**config.mk**
```make
export PLATFORM = sky130hd
export DESIGN_NAME = mux4_rr_arbiter
export DESIGN_NICKNAME = d
export VERILOG_FILES = /design/src/rtl/mux4_rr_arbiter.sv
export SDC_FILE = /design/constraint.sdc
export NUM_CORES = 1
export LEC_CHECK = 0
export CAP_MARGIN = 20
export CORE_ASPECT_RATIO = 1.4
export CORE_MARGIN = 2
export CORE_UTILIZATION = 34
export DETAILED_ROUTE_END_ITERATION = 8
export GPL_TIMING_DRIVEN = 0
export PLACE_DENSITY = 0.83
export REMOVE_ABC_BUFFERS = 1
export SLEW_MARGIN = 10
export SYNTH_ARGS = -nofsm -noshare
export SYNTH_HDL_FRONTEND = slang
export SYNTH_SLANG_ARGS = --single-unit
```
**constraint.sdc**
```tcl
create_clock -name clk -period 2.4 [get_ports clk]
set_input_delay 0.48 -clock clk [delete_from_list [all_inputs] [get_ports clk]]
set_output_delay 0.48 -clock clk [all_outputs]
set_load 0.1 [all_outputs]
```
**src/rtl/mux4_rr_arbiter.sv**
```systemverilog
// mux4_rr_arbiter
//
// Round-robin arbiter that shares one 4:1 data multiplexer between four
// requesters. A granted requester's word is presented on a single valid/ready
// output channel, and each accepted transfer is acknowledged with a one-cycle
// pulse on ack.
//
// Optional feature macro: MUXARB_BURST_EN
//   defined   - a requester holding lock may keep the grant for up to
//               MAX_BURST consecutive beats.
//   undefined - lock is ignored; every transfer rotates the grant.
//
// Ports:
//   clk        rising-edge clock
//   rst        synchronous, active-high reset
//   req        request per requester (bit k = requester k)
//   in_data    requester k data at [k*W +: W]
//   lock       burst-hold request per requester
//   out_valid  selected word valid (never set in IDLE)
//   out_ready  consumer accepts the word this cycle
//   out_data   data of the selected requester
//   sel        multiplexer select (granted index)
//   gnt        one-hot grant, zero in IDLE
//   ack        one-hot, one-cycle transfer acknowledge
module mux4_rr_arbiter #(
  parameter int unsigned W         = 8,
  parameter int unsigned MAX_BURST = 4
) (
  input  logic           clk,
  input  logic           rst,
  input  logic [3:0]     req,
  input  logic [4*W-1:0] in_data,
  input  logic [3:0]     lock,
  output logic           out_valid,
  input  logic           out_ready,
  output logic [W-1:0]   out_data,
  output logic [1:0]     sel,
  output logic [3:0]     gnt,
  output logic [3:0]     ack
);

  typedef enum logic [0:0] {StIdle, StGrant} state_e;

  state_e     state_q, state_d;
  logic [1:0] sel_q, sel_d;
  logic [1:0] ptr_q, ptr_d;
  logic [3:0] sel_oh;
  logic [2:0] pick;
  logic       xfer;

  logic [W-1:0] slices [4];

  for (genvar k = 0; k < 4; k++) begin : g_slice
    assign slices[k] = in_data[k*W +: W];
  end

  // Returns {found, index}: first set bit of r searching p+1, p+2, p+3, p.
  function automatic logic [2:0] rr_pick(input logic [3:0] r, input logic [1:0] p);
    logic [2:0] res;
    logic [1:0] idx;
    res = 3'b000;
    for (int i = 1; i <= 4; i++) begin
      idx = p + 2'(i);
      if (r[idx] && !res[2]) begin
        res = {1'b1, idx};
      end
    end
    return res;
  endfunction

  assign sel_oh   = 4'b0001 << sel_q;
  assign sel      = sel_q;
  assign out_data = slices[sel_q];

`ifdef MUXARB_BURST_EN
  localparam logic [3:0] MaxBurst = 4'(MAX_BURST);

  logic [3:0] beats_q, beats_d;
  logic       hold;

  // Stay on the current requester while it asks for a burst and has beats left.
  assign hold = lock[sel_q] && req[sel_q] && (beats_q < MaxBurst);

  always_ff @(posedge clk) begin
    if (rst) begin
      beats_q <= 4'd1;
    end else begin
      beats_q <= beats_d;
    end
  end
`else
  logic hold;
  logic unused_lock;

  assign hold        = 1'b0;
  assign unused_lock = ^lock;
`endif

  always_comb begin
    state_d   = state_q;
    sel_d     = sel_q;
    ptr_d     = ptr_q;
    pick      = 3'b000;
    out_valid = 1'b0;
    gnt       = 4'b0000;
    ack       = 4'b0000;
    xfer      = 1'b0;
`ifdef MUXARB_BURST_EN
    beats_d   = beats_q;
`endif
    unique case (state_q)
      StIdle: begin
        pick = rr_pick(req, ptr_q);
        if (pick[2]) begin
          sel_d   = pick[1:0];
          state_d = StGrant;
`ifdef MUXARB_BURST_EN
          beats_d = 4'd1;
`endif
        end
      end
      StGrant: begin
        gnt       = sel_oh;
        out_valid = req[sel_q];
        // Reset wins over a transfer in the same cycle.
        xfer      = out_valid && out_ready && !rst;
        if (xfer) begin
          ack = sel_oh;
          if (hold) begin
`ifdef MUXARB_BURST_EN
            beats_d = beats_q + 4'd1;
`endif
          end else begin
            ptr_d = sel_q;
            // Re-arbitrate from the just-served index, excluding it.
            pick  = rr_pick(req & ~sel_oh, sel_q);
            if (pick[2]) begin
              sel_d = pick[1:0];
`ifdef MUXARB_BURST_EN
              beats_d = 4'd1;
`endif
            end else begin
              state_d = StIdle;
            end
          end
        end else if (!req[sel_q]) begin
          // Request withdrawn without a transfer: drop back, pointer untouched.
          state_d = StIdle;
        end
      end
      default: state_d = StIdle;
    endcase
  end

  always_ff @(posedge clk) begin
    if (rst) begin
      state_q <= StIdle;
      sel_q   <= 2'd0;
      ptr_q   <= 2'd3;
    end else begin
      state_q <= state_d;
      sel_q   <= sel_d;
      ptr_q   <= ptr_d;
    end
  end

endmodule

```
# Yosys cells after proc, flatten, opt, wreduce, memory -nomap -nowiden

Index checks and enable logic that the tools add are counted.

Word-level logic and storage cells: 98
Register bits after elaboration: 5
Output and inout bits: 19
Input port bits: 43

Reductions and logical operators: 17
Eq/ne operators: 4
Bitwise logic cells: 4
Muxes and demuxes: 54
$add $sub $neg: 6
Shifts and indexed selects: 1
$lt $le $gt $ge: 9

Operators with widths:

| kind                | count |
|---|---|
| $mux 3              | 20 |
| $lt 2x3->1 const B  | 8 |
| $bmux 1 s2          | 9 |
| $bmux 8 s2          | 1 |
| $mux 8              | 2 |
| $mux 1              | 14 |
| $mux 4              | 3 |
| $add 2x2->2 const B | 4 |
| $logic_and 1x1->1   | 8 |
| $logic_not 1->1     | 7 |
| $mux 2              | 3 |
| $ne 2x1->1 const B  | 3 |
| $add 2x1->2 const B | 2 |
| $and 4x4->4         | 1 |
| $not 4->4           | 1 |
| $pmux 2 s2          | 1 |
| $reduce_and 4->1    | 1 |
| $shl 1x2->4 const A | 1 |
| $ge 3x3->1 const B  | 1 |
| $not 2->3           | 1 |
| $ne 2x2->1 const B  | 1 |
| $pmux 1 s2          | 1 |
| $reduce_and 2->1    | 1 |
| $not 1->1           | 1 |

# Longest topological paths before layout

Word-level depth: 26
Gate-level depth with buffers: 8
Gate-level depth less buffers: 7

# Worst setup path before layout

OpenSTA, ideal clock, no wires.

Path kind: flip-flop to output port
From: register sel_q[1], in the netlist sel[1]
To: output ack[0]
Setup slack: -0.555 ns
Buffers on the path: 1
Arrival time: 2.475 ns
Cell stages (with the launch flop): 5
Cell sequence: dfxtp_1 -> mux4_2 -> and3_1 -> buf_6 -> and2_1

Longest elaborated chain between the ends: 6
Elaborated cells between the ends (all ways): 7
Classes of those cells: 1 x shift; 4 x mux; 2 x reduce/logical

RTL lines:

| item                           | line | text |
|---|---|---|
| start, declared                | 45   | `logic [1:0] sel_q, sel_d;` |
| start signal, assigned         | 162  | `sel_q <= sel_d;` |
| $bmux 1 s2                     | 124  | `out_valid = req[sel_q];` |
| $mux 1 (not written as such)   | 124  |  |
| $logic_and 1x1->1 (2 in a row) | 126  | `xfer = out_valid && out_ready && !rst;` |
| $mux 4 (*)                     | 127  | `if (xfer) begin` |
| $mux 4 (*)                     | 111  | `unique case (state_q)` |
| end, declared                  | 39   | `output logic [3:0] ack` |

Every way passes the cells marked *; elsewhere a longest branch is shown, timed or not. The select of a mux whose other input is x is not followed.

# Worst setup path in the final report

From: input in_data[23]
To: output out_data[7]

Longest elaborated chain between the ends: 3

RTL lines:

| item                                      | line | text |
|---|---|---|
| start, declared                           | 32   | `input logic [4*W-1:0] in_data,` |
| $bmux 8 s2                                | 73   | `assign out_data = slices[sel_q];` |
| $mux 8 (not written as such) (2 in a row) | 73   |  |
| end, declared                             | 36   | `output logic [W-1:0] out_data,` |

Every way passes these cells. The select of a mux whose other input is x is not followed.

==> flow_summary.json <==
{
  "relSlewSlack_pct": 35.89,
  "hpwl_um": 2311,
  "async_reset_ff_share_pct": 0,
  "critPathKind": "in2out",
  "fillerInstances": 191,
  "max_cap_viol_count": 0,
  "critPathArrivalTime_ns": 1.88,
  "ant_nets": 0,
  "path_cells": "clkdlybuf4s50_1, mux4_2, clkdlybuf4s15_2",
  "fmax_ghz": 0.4240,
  "worst-slew-pin-transition_ns": 0.9601,
  "holdBufCountCts": 0,
  "finClkSkew_ns": 0.002643,
  "layout.area.seq_um2": 107.6,
  "clock_tree.buffer_depth": 2,
  "wirelength_um": 3011,
  "cts_sinks": 5,
  "fin_cells": 192,
  "fin_crit_sh_pct": 98.28,
  "clk_pin_slew_worst_paths_ns": 0.04,
  "cts_root_buf": "clkbuf_4",
  "ios": 62,
  "peakVddDrop_mv": 0.5571,
  "syn_inst": 94,
  "nets": 206,
  "cpLargestDelayFamily": "buffers and inverters",
  "leakage_nw": 0.6024,
  "io_buffers": 57,
  "fp.dieArea_mm2": 0.002936,
  "max_stage_delay_ns": 0.49,
  "yosys_warnings": 0,
  "grt_start_max_net_pins": 20,
  "cts_htree_levels": 1,
  "ys_ff_latch": 5,
  "yosysUniqueCellTypes": 36,
  "cts_tree": "yes",
  "first_pass_iters": 4,
  "crit_path_end_kind": "output port",
  "grt_pass1_wl_um": 4574,
  "crit_path_start_kind": "input pin",
  "synth_ff_type": "dfxtp_1",
  "die_w_um": 46.37,
  "core_mm2": 0.002391,
  "cp_max_fo": 1,
  "rsz0062_at_grt": "false",
  "antenna_found_initial": 0,
  "dp_cells": 181,
  "fin_crit_ns": 2.359,
  "synth-edff-count": 0,
  "initial_core_util_pct": 35.74,
  "grt_pass1_vias": 1009,
  "remaining_drc_errors": 0,
  "crit_slowest_cell": "mux4_2",
  "critical_path_required_ns": 1.92,
  "synthToLayoutAreaGrowth_pct": 80.09,
  "drv_slew": 0,
  "wire_per_inst_um": 15.68,
  "drive_above_1_share_pct": 29.75,
  "powerDensity_mw_per_mm2": 695.0,
  "syn_avg_cell_area_um2": 9.091,
  "vias": 1051,
  "finalSetupViolations": 0,
  "syn-cell-area_um2": 854.6,
  "grtUsageTotal_pct": 20.68,
  "diodes": 0,
  "vias_per_cell": 5.474,
  "drtIter0Drc": 22,
  "insertion_delay_ns": 0.24,
  "cts-buffers-inserted": 3,
  "yosysSeqAreaShare_pct": 11.71,
  "num_rows": 21,
  "grt_remaining_overflow": 0,
  "hold_class": "in2reg",
  "multi_input_area_um2": 716.9,
  "cp_num_buf_inv": 2,
  "utilization_pct": 64.36,
  "outcome": "finished clean",
  "whs_ns": 0.5803,
  "final_hold_viol_count": 0,
  "totalPowerFinal_mw": 1.070,
  "globalplace.congestion": 0.8221,
  "dieHeight_um": 63.32
}
[where the power goes]
part / internal (mW) / leakage [nW] / switching, mW
Clock: 0.0627 / 0.0150 / 0.0317
Combinational: 0.292 / 0.545 / 0.547
Sequential: 0.0984 / 0.0426 / 0.0386
Total: 0.453 / 0.602 / 0.617
[logic make-up (layout without fill, tap and decap cells)]
group | Yosys count | count (layout) | synth area share, %
compound gates | 22 | 22 | 19.62
fa+ha+maj | 4 | 4 | 5.857
buf+inv | 7 | 71 | 5.270
flops | 5 | 5 | 11.71
mux | 11 | 11 | 27.53
simple gates | 45 | 45 | 30.01
[worst paths after layout]
kind	from	to	slack [ns]	cells past startpoint
max	in_data[23]	out_data[7]	0.04	3
min	rst	sel[1]$_SDFFE_PP0P_	0.58	2
max reg2reg	sel[1]$_SDFFE_PP0P_	sel[0]$_SDFFE_PP0P_	0.20	7
min reg2reg	ptr_q[0]$_SDFFE_PP1P_	ptr_q[0]$_SDFFE_PP1P_	0.59	2
[worst reg2reg max path: stages (launching register included)]
cell and delay (ns):
dfxtp_4 0.48, inv_1 0.12, ha_1 0.23, nand2b_1 0.24
mux4_2 0.51, a211oi_2 0.24, and3_1 0.21, a211oi_2 0.05
[cells in the mapped netlist, types with 2 or more instances]
cell / n / area [um2]
nand3_1: 3 / 15.01
nand4_1: 3 / 18.77
and2_1: 10 / 62.56
a211oi_2: 2 / 25.02
o211ai_1: 2 / 15.01
nor2_1: 11 / 41.29
a21oi_1: 4 / 20.02
ha_1: 4 / 50.05
o21ai_0: 3 / 15.01
dfxtp_1: 5 / 100.1
inv_1: 2 / 7.510
a21o_1: 2 / 15.01
nand2b_1: 5 / 31.28
and3_1: 2 / 12.51
mux4_2: 10 / 225.2
buf_6: 2 / 22.52
nor2b_1: 5 / 31.28
[state kept, by name (all words and copies together), names as in the netlist]
name     cells
ptr_q        2
sel          2
state_q      1
[metal layers]
metal | track usage (%) | vias to the layer above | part of all wire (%)
li1 | - | 486 | -
met1 | 22.56 | 494 | 37
met2 | 35.94 | 71 | 49
met3 | 6.304 | 0 | 14
met4 | 6.786 | 0 | 0
met5 | 0 | - | 0
[metrics by stage]
| step | setup TNS (ns) | worst slack [ns] | cell area (um2) |
|---|---|---|---|
| after global placement | -16.03 | -1.181 | 1436 |
| after CTS | 0 | 0.006205 | 1483 |
| after detailed placement | -15.88 | -1.165 | 1436 |
| after floorplan | -14.99 | -1.098 | 823.3 |
| after global routing | 0 | 0.006951 | 1539 |
| final | 0 | 0.04130 | 1539 |
[layout by cell type, fill, tap and decap left out, types with 4 or more instances in the layout]
| cell | synthesis | layout |
|---|---|---|
| nor2b_1 | 5 | 4 |
| and2_1 | 10 | 10 |
| dlygate4sd2_1 | 0 | 4 |
| a21oi_1 | 4 | 4 |
| nor2_1 | 11 | 11 |
| nand2b_1 | 5 | 5 |
| buf_4 | 0 | 7 |
| clkdlybuf4s50_1 | 0 | 33 |
| buf_6 | 2 | 4 |
| ha_1 | 4 | 4 |
| clkdlybuf4s15_2 | 0 | 11 |
| mux4_2 | 10 | 10 |
[final cells by class]
cell class,instances,area share (%)
clock buffer,4,1.707
multi-input combinational,82,46.59
timing repair buffer,64,41.06
inverter,3,0.8943
tap,34,2.764
sequential,5,6.992
[repair_timing]
action                     4_1_cts  5_1_grt
setup buffers                    1        6
cloned                           0        0
gates resized for setup         81        5
setup endpoints to repair       22        6
Note: power is estimated with default switching activity, not from simulation.
==> patch 1 (same flow settings) <==
Change the parameter `W` from 8 to 6.
--- a/src/rtl/mux4_rr_arbiter.sv
+++ b/src/rtl/mux4_rr_arbiter.sv
@@ -23,7 +23,7 @@
 //   gnt        one-hot grant, zero in IDLE
 //   ack        one-hot, one-cycle transfer acknowledge
 module mux4_rr_arbiter #(
-  parameter int unsigned W         = 8,
+  parameter int unsigned W         = 6,
   parameter int unsigned MAX_BURST = 4
 ) (
   input  logic           clk,
Interface: changed (resized in_data and out_data); port bits go from 62 to 52. No check against the original RTL was run, so the function may have changed too.
==> patch 1 against the unedited design <==
Via count fell by 10%. Synthesized area fell by 12%. Maximum frequency fell by 0.82%. Sequential cell count did not move. First-iteration DRC count rose by 73%. Count of clock-buffer cells in the layout did not move. Total power fell by 23%. Core utilization rose by 0.28 points. Sequential power fell by 9%. Clock power rose by 18%. Worst setup slack got worse by 0.019 ns. Final area fell by 11%. Wire length fell by 10%. Largest power group unchanged.
==> patch 1: results (changes against the unedited design) <==
{
  "power_and_ir_drop": {
    "power.static_leakage": {"value": 0.562, "unit": "nW", "change": "-6.8%"},
    "worst_ir_drop_vdd": {"value": 341, "unit": "uV", "change": "-39%"}
  },
  "global_routing": {
    "grt_use_met3": {"value": 8.46, "unit": "%", "change": "+2.2 points"},
    "grt_pass1_wl": {"value": 4420, "unit": "um", "change": "-3.5%"},
    "grt_pass1_vias": {"value": 988, "change": "-2.1%"},
    "grt_start_max_net_pins": {"value": 16, "change": "-20%"},
    "gr-usage-all-layers": {"value": 22.8, "unit": "%", "change": "+2.1 points"},
    "grt_use_met2": {"value": 42.0, "unit": "%", "change": "+6.1 points"}
  },
  "route": {
    "drt-vias-per-instance": {"value": 6.04, "change": "+10%"},
    "route.detailed.wl_per_inst": {"value": 17.3, "unit": "um", "change": "+10%"},
    "highest-signal-layer": "met4",
    "detailroute.wirelength.met2": {"value": 1460, "unit": "um", "change": "-1.9%"},
    "dr_total_vias": {"value": 943, "change": "-10%"},
    "routedLengthMet1": {"value": 853, "unit": "um", "change": "-23%"}
  },
  "run_status": {
    "run_status": "finished clean"
  },
  "worst_hold_path": {
    "worst_hold_path_type": "reg2reg"
  },
  "synth": {
    "netlist_top_cells_area": "sky130_fd_sc_hd__mux4_2, sky130_fd_sc_hd__dfxtp_1, sky130_fd_sc_hd__and2_1",
    "fraction_of_the_mapped_netlist_area_in_compound_gates": {"value": 21.4, "unit": "%", "change": "+1.8 points"},
    "synthesis.area_per_instance": {"value": 9.31, "unit": "sq um", "change": "+2.5%"},
    "synth_fa_ha_area_share": {"value": 6.63, "unit": "%", "change": "+0.78 points"},
    "proportion_of_synthesized_area_in_mux_cells": {"value": 28.2, "unit": "%", "change": "+0.67 points"},
    "synth.distinct_cells": {"value": 32, "change": "-11%"},
    "synth_seq_area_share": {"value": 13.3, "unit": "%", "change": "+1.6 points"},
    "yosys-top-cells-count": "sky130_fd_sc_hd__and2_1, sky130_fd_sc_hd__mux4_2, sky130_fd_sc_hd__inv_1, sky130_fd_sc_hd__dfxtp_1"
  },
  "placement": {
    "routabilityCongestion": {"value": 0.880, "change": "+7.0%"},
    "dp_hpwl": {"value": 1890, "unit": "um", "change": "-18%"},
    "placement.io_buffers": {"value": 47, "change": "-18%"},
    "placement.setup.worst_slack": {"value": -1.23, "unit": "ns", "change": "-0.0679 ns"}
  },
  "critical_path": {
    "crit_start": "req[1]",
    "arrival": {"value": 1.90, "unit": "ns", "change": "+0.02 ns"},
    "slowest_delay": {"value": 0.47, "unit": "ns", "change": "-0.02 ns"},
    "worst_setup_path_endpoint": "ack[1]",
    "setup_slack_on_the_worst_flop_to_flop_path": {"value": 0.12, "unit": "ns", "change": "-0.08 ns"},
    "cp_top_family": "simple AND/OR/NAND/NOR gates"
  },
  "final_layout": {
    "nets": {"value": 174, "change": "-16%"}
  },
  "cts": {
    "clk_latency": {"value": 0.26, "unit": "ns", "change": "+0.02 ns"}
  },
  "timing": {
    "max_slew.worst_pin.slew": {"value": 0.963, "unit": "ns", "change": "+0.00251 ns"},
    "skew_final": {"value": 0.00414, "unit": "ns", "change": "+0.00150 ns"}
  }
}
patch 1: changes by cell type in the layout (fill, tap and decap cells not counted), sizes merged, moves of 3 or more:
cell / unedited run / this run
inv: 3 / 7
o21ai: 4 / 1
o221ai: 0 / 3
clkdlybuf4s50: 33 / 26
nor2: 11 / 4
buf: 13 / 10
nor2b: 5 / 1
nand4: 3 / 0
patch 1: per-stage QoR:
step	total power, mW	hold WS [ns]	cell area [sq um]
after global placement	0.679	0.565	1230
after global routing	0.866	0.625	1380
after detailed placement	0.691	0.585	1230
after CTS	0.813	0.586	1340
after floorplan	0.537	0.530	734
final	0.827	0.585	1380
patch 1: final cells by class:
class	count	area, sq um	share of cell area (%)
multi-input combinational	65	619	45.0
tap	22	27.5	2.00
sequential	5	108	7.83
clock buffer	4	26.3	1.91
timing repair buffer	53	568	41.3
inverter	7	26.3	1.91
patch 1: power by group:
part	switching, mW	total [mW]	internal (mW)
registers	0.0292	0.124	0.0951
logic	0.381	0.592	0.211
clock network	0.0470	0.111	0.0637
total	0.457	0.827	0.370
==> patch 2 (config.mk and constraints unchanged) <==
Made on the original files. Add a define of `MUXARB_BURST_EN`.
--- a/src/rtl/mux4_rr_arbiter.sv
+++ b/src/rtl/mux4_rr_arbiter.sv
@@ -22,6 +22,8 @@
 //   sel        multiplexer select (granted index)
 //   gnt        one-hot grant, zero in IDLE
 //   ack        one-hot, one-cycle transfer acknowledge
+`define MUXARB_BURST_EN
+
 module mux4_rr_arbiter #(
   parameter int unsigned W         = 8,
   parameter int unsigned MAX_BURST = 4
Function: changed (Yosys sat finds a counterexample within 4 cycles, from zero or initial values and one cycle with rst high).
==> patch 2 against the unedited design <==
Wire length is 23% higher. Clock power grew 85%. Via count grew 22%. Final area grew 24%. Sequential cell count increased by 4. Total power down 2.7%. Synthesized area increased by 25%. Combinational power shrank 19%. Worst setup slack worse by 0.0016 ns. Critical path depth rose by 2. Clock skew grew 0.0028 ns. Critical path type unchanged. Largest cell class unchanged. Register-to-register slack worse by 0.10 ns. Highest routed layer is now met4.
==> patch 2: results (changes against the unedited design) <==
{
  "critical_path": {
    "cp_top_family": "multiplexers",
    "slowest_delay": {"value": 0.51, "unit": "ns", "change": "+0.02 ns"},
    "critPathMaxFanout": {"value": 6, "change": "+5"}
  },
  "timing": {
    "skew_final": {"value": 0.00540, "unit": "ns", "change": "+0.00276 ns"},
    "timing.final.crit_share": {"value": 98.3, "unit": "%", "change": "about the same"},
    "max_slew.worst_pin.slew": {"value": 1.00, "unit": "ns", "change": "+0.0422 ns"}
  },
  "synth": {
    "fraction_of_the_mapped_netlist_area_in_compound_gates": {"value": 16.5, "unit": "%", "change": "-3.1 points"},
    "proportion_of_synthesized_area_in_mux_cells": {"value": 24.5, "unit": "%", "change": "-3.0 points"},
    "yosys-top-cells-count": "sky130_fd_sc_hd__nor2_1, sky130_fd_sc_hd__dfxtp_1, sky130_fd_sc_hd__mux4_2, sky130_fd_sc_hd__a21oi_1, sky130_fd_sc_hd__and2_1",
    "synth_fa_ha_area_share": {"value": 5.86, "unit": "%", "change": "about the same"},
    "synth.ff_latch_count": {"value": 9, "change": "+4"}
  },
  "worst_hold_path": {
    "holdPathEnd": "beats_q[0]",
    "worst_hold_path_type": "reg2reg"
  },
  "run_status": {
    "run_status": "finished clean"
  },
  "final_layout": {
    "final_cell_area": {"value": 0.00190, "unit": "sq mm", "change": "+24%"},
    "clockNetworkAreaShare": {"value": 2.37, "unit": "%", "change": "+0.66 points"},
    "nMultiInputCombCells": {"value": 101, "change": "+23%"},
    "buffers_excl_clock": {"value": 71, "change": "+11%"}
  },
  "cts": {
    "cts.root.buffer_cell": "sky130_fd_sc_hd__clkbuf_8"
  },
  "power_and_ir_drop": {
    "worst_ir_drop_vdd": {"value": 317, "unit": "uV", "change": "-43%"}
  },
  "placement": {
    "placement.io_buffers": {"value": 61, "change": "+7.0%"},
    "placement.setup.worst_slack": {"value": -1.28, "unit": "ns", "change": "-0.116 ns"}
  },
  "global_routing": {
    "grt_pass1_vias": {"value": 1243, "change": "+23%"},
    "grt_pass1_wl": {"value": 5710, "unit": "um", "change": "+25%"}
  },
  "route": {
    "dr_total_vias": {"value": 1278, "change": "+22%"}
  }
}
-- patch 2: changes by cell type in the layout (fill, tap and decap cells not counted), moves of 4 or more --
| cell | before | now |
|---|---|---|
| sky130_fd_sc_hd__dfxtp_1 | 3 | 7 |
| sky130_fd_sc_hd__nand2_1 | 1 | 6 |
| sky130_fd_sc_hd__and2_1 | 10 | 5 |
| sky130_fd_sc_hd__a21oi_1 | 4 | 8 |
| sky130_fd_sc_hd__buf_12 | 0 | 4 |
| sky130_fd_sc_hd__clkdlybuf4s50_1 | 33 | 38 |
-- patch 2: worst max path at each step --
stage	startpoint	endpoint	depth (start not counted)
floorplan	sel[0]	ack[0]	3
global placement	sel[0]	ack[1]	4
detailed placement	sel[0]	ack[1]	4
CTS	sel[1]	sel[0]	7
global route	req[2]	ack[0]	5
finish	req[2]	ack[0]	5
-- patch 2: kinds of logic after synthesis --
logic type	after synthesis
AO/OA/AOI/OAI	27
flip-flops	9
AND/OR/NAND/NOR	56
multiplexers	13
buffers and inverters	11
adder cells (fa/ha/maj)	5
-- patch 2: timing repair --
action                     in CTS  in global routing
pin swaps                       0                  1
setup endpoints to repair      27                 10
buffers inserted                5                  5
resized for setup              91                 24
-- patch 2: metal layers --
metal  global-route usage, %  vias to the layer above  part of all wire, %
met1                    21.9                      626                   35
met5                       0                        -                    0
met4                    5.85                        0                  2.4
met3                    2.14                       10                  4.0
li1                        -                      602                    -
met2                    39.2                       40                   58
-- patch 2: per-stage QoR --
stage,utilization [%],instances
2_1_floorplan,-,114
3_3_place_gp,55.2,214
3_5_place_dp,55.2,214
4_1_cts,59.6,223
5_1_grt,62.1,228
6_report,62.1,228
-- patch 2: power by group --
part / internal [mW] / switching, mW
clock: 0.116 / 0.0588
sequential: 0.161 / 0.0286
combinational: 0.252 / 0.424
total: 0.529 / 0.512
